File: config.mk
export PLATFORM = sky130hd
export DESIGN_NAME = kernel_writer
export DESIGN_NICKNAME = d
export VERILOG_FILES = /design/src/rtl/kernel_writer.sv
export SDC_FILE = /design/constraint.sdc
export NUM_CORES = 1
export LEC_CHECK = 0
export BUFFER_PORTS_ARGS = -buffer_cell sky130_fd_sc_hd__buf_2
export CORE_ASPECT_RATIO = 0.7
export CORE_MARGIN = 3
export CORE_UTILIZATION = 58
export DETAILED_ROUTE_END_ITERATION = 8
export PLACE_DENSITY_LB_ADDON = 0.25
export SLEW_MARGIN = 20
export SYNTH_ARGS = -nofsm -noshare
export SYNTH_HDL_FRONTEND = slang
export SYNTH_SLANG_ARGS = --single-unit
export TNS_END_PERCENT = 100
File: constraint.sdc
create_clock -name CLK -period 1.8 [get_ports CLK]
set_input_delay 0.18 -clock CLK [delete_from_list [all_inputs] [get_ports CLK]]
set_output_delay 0.18 -clock CLK [all_outputs]
set_load 0.02 [all_outputs]
File: src/rtl/kernel_writer.sv
// kernel_writer: DEPTH-entry coefficient store loaded through a valid/ready stream.
// Optional feature macro KERNEL_CHECKSUM_EN adds an 8-bit running sum of loaded data.
module kernel_writer #(
    parameter int DEPTH = 9,
    parameter int WIDTH = 4
) (
    input  logic             CLK,
    input  logic             RST_n,
    input  logic             start,
    input  logic [WIDTH-1:0] din,
    input  logic             din_valid,
    output logic             din_ready,
    input  logic [3:0]       address,
    output logic [WIDTH-1:0] data,
    output logic             busy,
    output logic             done,
    output logic [3:0]       wr_count
`ifdef KERNEL_CHECKSUM_EN
    ,
    output logic [7:0]       checksum
`endif
);

    typedef enum logic [1:0] {
        IDLE,
        LOAD,
        DONE
    } state_t;

    state_t           state_q;
    state_t           state_d;
    logic [WIDTH-1:0] mem [DEPTH];
    logic             xfer;
    logic             last;
    logic             go;

    // Default kernel repeats 1,2,1,0 across the store
    function automatic logic [WIDTH-1:0] dflt(input int i);
        case (i % 4)
            1:       return WIDTH'(2);
            3:       return WIDTH'(0);
            default: return WIDTH'(1);
        endcase
    endfunction

    assign go   = (state_q == IDLE) && start;
    assign xfer = din_ready && din_valid;
    assign last = (wr_count == 4'(DEPTH - 1));

    always_ff @(posedge CLK or negedge RST_n) begin
        if (!RST_n) begin
            state_q <= IDLE;
        end else begin
            state_q <= state_d;
        end
    end

    always_comb begin
        state_d   = state_q;
        din_ready = 1'b0;
        busy      = 1'b0;
        done      = 1'b0;
        unique case (state_q)
            IDLE: begin
                if (start) state_d = LOAD;
            end
            LOAD: begin
                din_ready = 1'b1;
                busy      = 1'b1;
                if (din_valid && last) state_d = DONE;
            end
            DONE: begin
                done    = 1'b1;
                state_d = IDLE;
            end
            default: state_d = IDLE;
        endcase
    end

    always_ff @(posedge CLK or negedge RST_n) begin
        if (!RST_n) begin
            wr_count <= '0;
            for (int i = 0; i < DEPTH; i++) mem[i] <= dflt(i);
        end else if (go) begin
            wr_count <= '0;
        end else if (xfer) begin
            mem[wr_count] <= din;
            wr_count      <= wr_count + 4'd1;
        end
    end

    assign data = (int'(address) < DEPTH) ? mem[address] : '0;

`ifdef KERNEL_CHECKSUM_EN
    always_ff @(posedge CLK or negedge RST_n) begin
        if (!RST_n) begin
            checksum <= '0;
        end else if (go) begin
            checksum <= '0;
        end else if (xfer) begin
            checksum <= checksum + 8'(din);
        end
    end
`endif

endmodule

# Word level (Yosys, flattened, before mapping)
# Index checks and enable logic that the tools add are counted.
[totals]
ff_bits = 42
out_inout_bits = 11
elab_cells = 46
[classes]
add_sub_neg = 1
order_cmp = 4
n_eq_ne = 5
n_mux = 14
n_bitwise = 3
n_reduce_logical = 8
[op_table]
columns = ["cell", "n"]
rows = [
  ["$bwmux W36", 1],
  ["$mux W4", 6],
  ["$bmux W4 S4", 1],
  ["$demux W4 S4", 1],
  ["$ge A5 B5 Y1 const B", 2],
  ["$not A4 Y5", 2],
  ["$lt A5 B1 Y1 const B", 1],
  ["$add A4 B1 Y4 const B", 1],
  ["$eq A4 B4 Y1 const B", 1],
  ["$logic_and A1 B1 Y1", 4],
  ["$lt A4 B4 Y1 const B", 1],
  ["$mux W2", 2],
  ["$ne A2 B2 Y1 const B", 2],
  ["$pmux W2 S2", 1],
  ["$reduce_and A2 Y1", 2],
  ["$eq A2 B1 Y1 const B", 1],
  ["$eq A2 B2 Y1 const B", 1],
  ["$logic_not A2 Y1", 1],
  ["$mux W1", 2],
  ["$reduce_bool A2 Y1", 1],
  ["$not A1 Y1", 1],
]

# Longest topological paths before layout
[depth]
ltp_word = 6
mapped_depth = 6

# Least setup slack after synthesis
# OpenSTA, ideal clock, no wires.
[synth_path]
path_kind = "flip-flop to flip-flop"
startpoint = "reg wr_count[0]"
endpoint = "reg mem[33] (netlist bit)"
arrival_ns = 1.681
required_time_ns = 1.675
setup_slack_ns = -0.006
path_stages_with_launch = 7
synth_period_minus_slack_ns = 1.806
cell_sequence = "dfrtp_1 inv_1 ha_1 nand2b_1 or4_4 buf_6 mux2_4"
[synth_between]
elab_chain_len = 6
elab_cells_between_ends = 7
[synth_lines]
columns = ["item", "line", "source"]
rows = [
  ["from (decl)", "17", "output logic [3:0] wr_count"],
  ["from (signal assigned)", "88", "wr_count <= wr_count + 4'd1;"],
  ["$not A4 Y5 (implied by the code) (*)", "87", "mem[wr_count] <= din;"],
  ["$ge A5 B5 Y1 (implied by the code) / $lt A5 B1 Y1 (equally long branches)", "87", ""],
  ["$logic_and A1 B1 Y1 (implied by the code)", "87", ""],
  ["$mux W4 (implied by the code)", "87", ""],
  ["$demux W4 S4 (*)", "87", ""],
  ["$bwmux W36 (*)", "87", ""],
  ["to (signal, indexed assignment)", "87", ""],
  ["to (decl)", "32", "logic [WIDTH-1:0] mem [DEPTH];"],
]
# Mark *: on every way between the ends. The rest lies on a longest branch, timed or not.
# A chain may end at the register's enable or synchronous reset.

# Worst setup path after layout
[layout_path]
startpoint = "reg mem[29] (netlist bit)"
endpoint = "out data[1]"
[layout_between]
elab_chain_len = 4
[layout_lines]
columns = ["item", "line", "source"]
rows = [
  ["$bmux W4 S4", "92", "assign data = (int'(address) < DEPTH) ? mem[address] : '0;"],
  ["$mux W4 (implied by the code) (2 in a row)", "92", ""],
  ["$mux W4", "92", ""],
  ["to (decl)", "14", "output logic [WIDTH-1:0] data,"],
]
# No other way between the ends. The select of a mux whose other input is x is not followed.

==> impl_results.md <==
- Run status: finished, violations left
- Failing checks: negative setup slack
- Unrepaired setup endpoints after global routing: yes
- Core area: between 0.003 and 0.004 mm^2
- Number of global-route vias before repair: ~1,500
- GP Congestion: just over 1
- Crit path DAT: approximately 1600 ps
- Combinational share of power: approximately two fifths
- Setup bufs post-CTS: 0
- Sw Share: around 34%
- Commonest non-fill, non-tap cell in the layout: mux2_2
- Origin of the worst min-delay path: start
- Crit. End Element: output port
- Design Area, Final: approximately 0.0025 mm^2
- Worst Reg-to-Reg Cells: 3
- Synth top area cells: dfrtp_1 40%, mux2_2 18%, dfstp_2 8.4%, mux2_4 5.5%, mux4_2 4.1%
- Reg-to-reg setup timing slack: roughly 70 ps
- Clk pin slew, worst setup/hold paths: 80 ps
- Worst-Margin Slew: ~500 ps
- Die Y: ~57 um
- End of the worst hold path: state_q[0]$_DFFE_PN0P_
- # rows: 18
- IO Port Bufs: 22
- Ys Warns: 0
- Drt total wl: between 4 and 5 mm
- Setup Crit Path Kind: flop to output port
- Tcrit/Tclk final: 101.2%
- Mapped Avg Cell Area: roughly 13 um^2
- Fin worst setup slack: -22.26 ps
- Filler Cell Count: 258
- Seq/Total Area, Yosys: 48.26%
- Post-Place Cell Area: roughly 0.0023 mm^2
- Final Hold Viols: 0
- Inserted Clock Buffers: 5
- Pins over their slew limit: 0
- DP Wirelength: 3.238 mm
- Total global routing overflow: 0
- Reg power frac: ~46%
- Peak Freq: between 500 and 600 MHz
- Layout Cells excl Fill: between 200 and 250
- Number of synthesized register bits: 42
- Clock skew: slightly below 9 ps
- Max_cap viols: 0
- Reg-to-Reg Start: wr_count[3]$_DFFE_PN0P_
- Netlist cell types: 33
- Highest-count cells in the layout ignoring fill and taps: 35 x mux2_2, 34 x dfrtp_1, 21 x buf_2
- Clock power frac: around 16%
- Die Wd: 79.54 um
- Async set-reset flop share out of synthesis: 100.0%
- EDFF count, synth: 0
- Initial core utilization: 61.32%
- Area delta synth->final: 11.74%
- VDD IR max: 0.8007 mV
- Fraction of layout cells with a size suffix above 1: 52.91%
- Iteration-0 DRC Markers: 107
- Seq. cell area: 0.001061 mm^2
- Die Area: 0.004572 mm^2
- Worst skew pair latency: 300 ps
- Vias per inst: slightly below 6
- Hold/Removal Path Class: primary input to flop
- Total global-route track usage: between 20% and 30%
- Reg-to-reg critical path endpoint: mem[4]$_DFFE_PN0P_
- Min-Delay Path Depth: 3
- Fin util: between 60% and 70%
- First-pass GRT wire length: roughly 7.6 mm
- Internal power: 0.002622 W
- Dpl cells: between 200 and 250
- Total number of vias: around 1,400
- DRT Pass-1 Iters: 4
- Drc violations: 0
- Pleak: 1.085 nW
- Syn_nets: approximately 180
- WL/cell: between 15 and 20 um
- CP required: approximately 1600 ps
- Maximum fanout along the worst path: 2
- Area of the multi-input gates: approximately 0.0011 mm^2
- IO Count: 23
- Yosys top cell area share: between 30% and 40%
- PwrDens: roughly 1600 mW/mm^2
- Clock root cell: clkbuf_8
- Clock Path Buffers: 2
- Final nets: 204
- Crit path time final: 1822 ps
- Worst rel slew slack: between 60 and 70%
- Initial antenna violation count: 0
- H-tree Lvls: 2
- Largest net degree at the start of global routing: 43
- N_diodes: 0
- Net Sw Power: between 0.001 and 0.0015 W
- CP Launch Type: flop
- Final ANT Viol Nets: 0
- Syn Std Cell Area: 0.002196 mm^2
- CTS tree: yes
- Clock sinks: 42
- Final setup TNS: -22.26 ps
- Final-report setup violation count: 1
- Area leader, netlist: dfrtp_1
- Syn Inst Count: approximately 170
- Top FF cell, synth: dfrtp_1
power by group through the flow:
stage / clock network [W] / logic [W] / registers, W
2_1_floorplan: 0 / 0.00122 / 0.00170
3_3_place_gp: 0 / 0.00141 / 0.00177
3_5_place_dp: 0 / 0.00147 / 0.00180
4_1_cts: 0.000647 / 0.00149 / 0.00180
5_1_grt: 0.000693 / 0.00164 / 0.00188
6_report: 0.000630 / 0.00152 / 0.00182
worst max-delay path by stage:
stage / startpoint / to / cells after the start
CTS: mem[29]$_DFFE_PN1P_ / data[1] / 4
global route: mem[29]$_DFFE_PN1P_ / data[1] / 4
finish: mem[29]$_DFFE_PN1P_ / data[1] / 4
global placement: wr_count[0]$_DFFE_PN0P_ / mem[35]$_DFFE_PN0P_ / 5
floorplan: wr_count[1]$_DFFE_PN0P_ / mem[33]$_DFFE_PN0P_ / 6
detailed placement: wr_count[0]$_DFFE_PN0P_ / mem[35]$_DFFE_PN0P_ / 5
cell usage after synthesis (4+ instances only):
library cell / number
a22o_1: 4
buf_6: 5
dfrtp_1: 35
dfstp_2: 7
ha_1: 4
mux2_2: 35
mux2_4: 8
mux4_2: 4
nand2_1: 7
nand2b_1: 4
nand4b_1: 4
nor2_1: 12
metrics by stage:
stage | hold slack [ps] | setup slack (ps) | total power [W]
5_1_grt | 274.4 | -105.8 | 0.004217
2_1_floorplan | -115.6 | 10.56 | 0.002917
3_3_place_gp | 260.3 | 136.2 | 0.003185
3_5_place_dp | 273.0 | 67.52 | 0.003275
6_report | 275.3 | -22.26 | 0.003965
4_1_cts | 263.3 | -31.14 | 0.003937
flip-flops by register name, summed over array words and instances, names as in the netlist:
signal	flops
wr_count	4
state_q	2
mem	36
routing by layer:
metal | share of wire, % | vias to the layer above | wire length [um] | GRT usage, %
met2 | 46 | 35 | 2156 | 33.29
met3 | 5.1 | 5 | 238 | 6.940
met1 | 47 | 708 | 2204 | 31.74
met5 | 0 | - | 0 | 0
met4 | 0.90 | 0 | 42 | 7.353
li1 | - | 639 | - | -
repair_timing:
action | in CTS | in global routing
endpoints found under the hold margin | 35 | 0
pin swaps | 1 | 2
setup endpoints to repair | 1 | 8
hold buffers | 1 | 0
gates resized for setup | 2 | 6
cloned | 0 | 0
worst max-delay path: stages, from the launching register on:
cell	delay, ps
dfstp_2	530
mux4_2	270
nor2_4	40
o41ai_4	310
buf_4	190
logic make-up (layout without fill, tap and decap cells):
family | after synthesis | count (layout) | share of synthesized area [%]
compound gates | 15 | 15 | 5.014
fa+ha+maj | 4 | 4 | 2.279
buf+inv | 15 | 39 | 4.842
flops | 42 | 42 | 48.26
mux | 49 | 49 | 28.55
simple gates | 40 | 40 | 11.05
area by class of cell:
type | instances | area share, %
clock buffers | 6 | 3.366
clock inverters | 2 | 0.5099
inverters | 3 | 0.4590
multi-input cells | 108 | 43.35
flip-flops and latches | 42 | 43.24
well taps | 50 | 2.550
repair buffers | 28 | 6.527
Power figures use the tool's default switching activity.
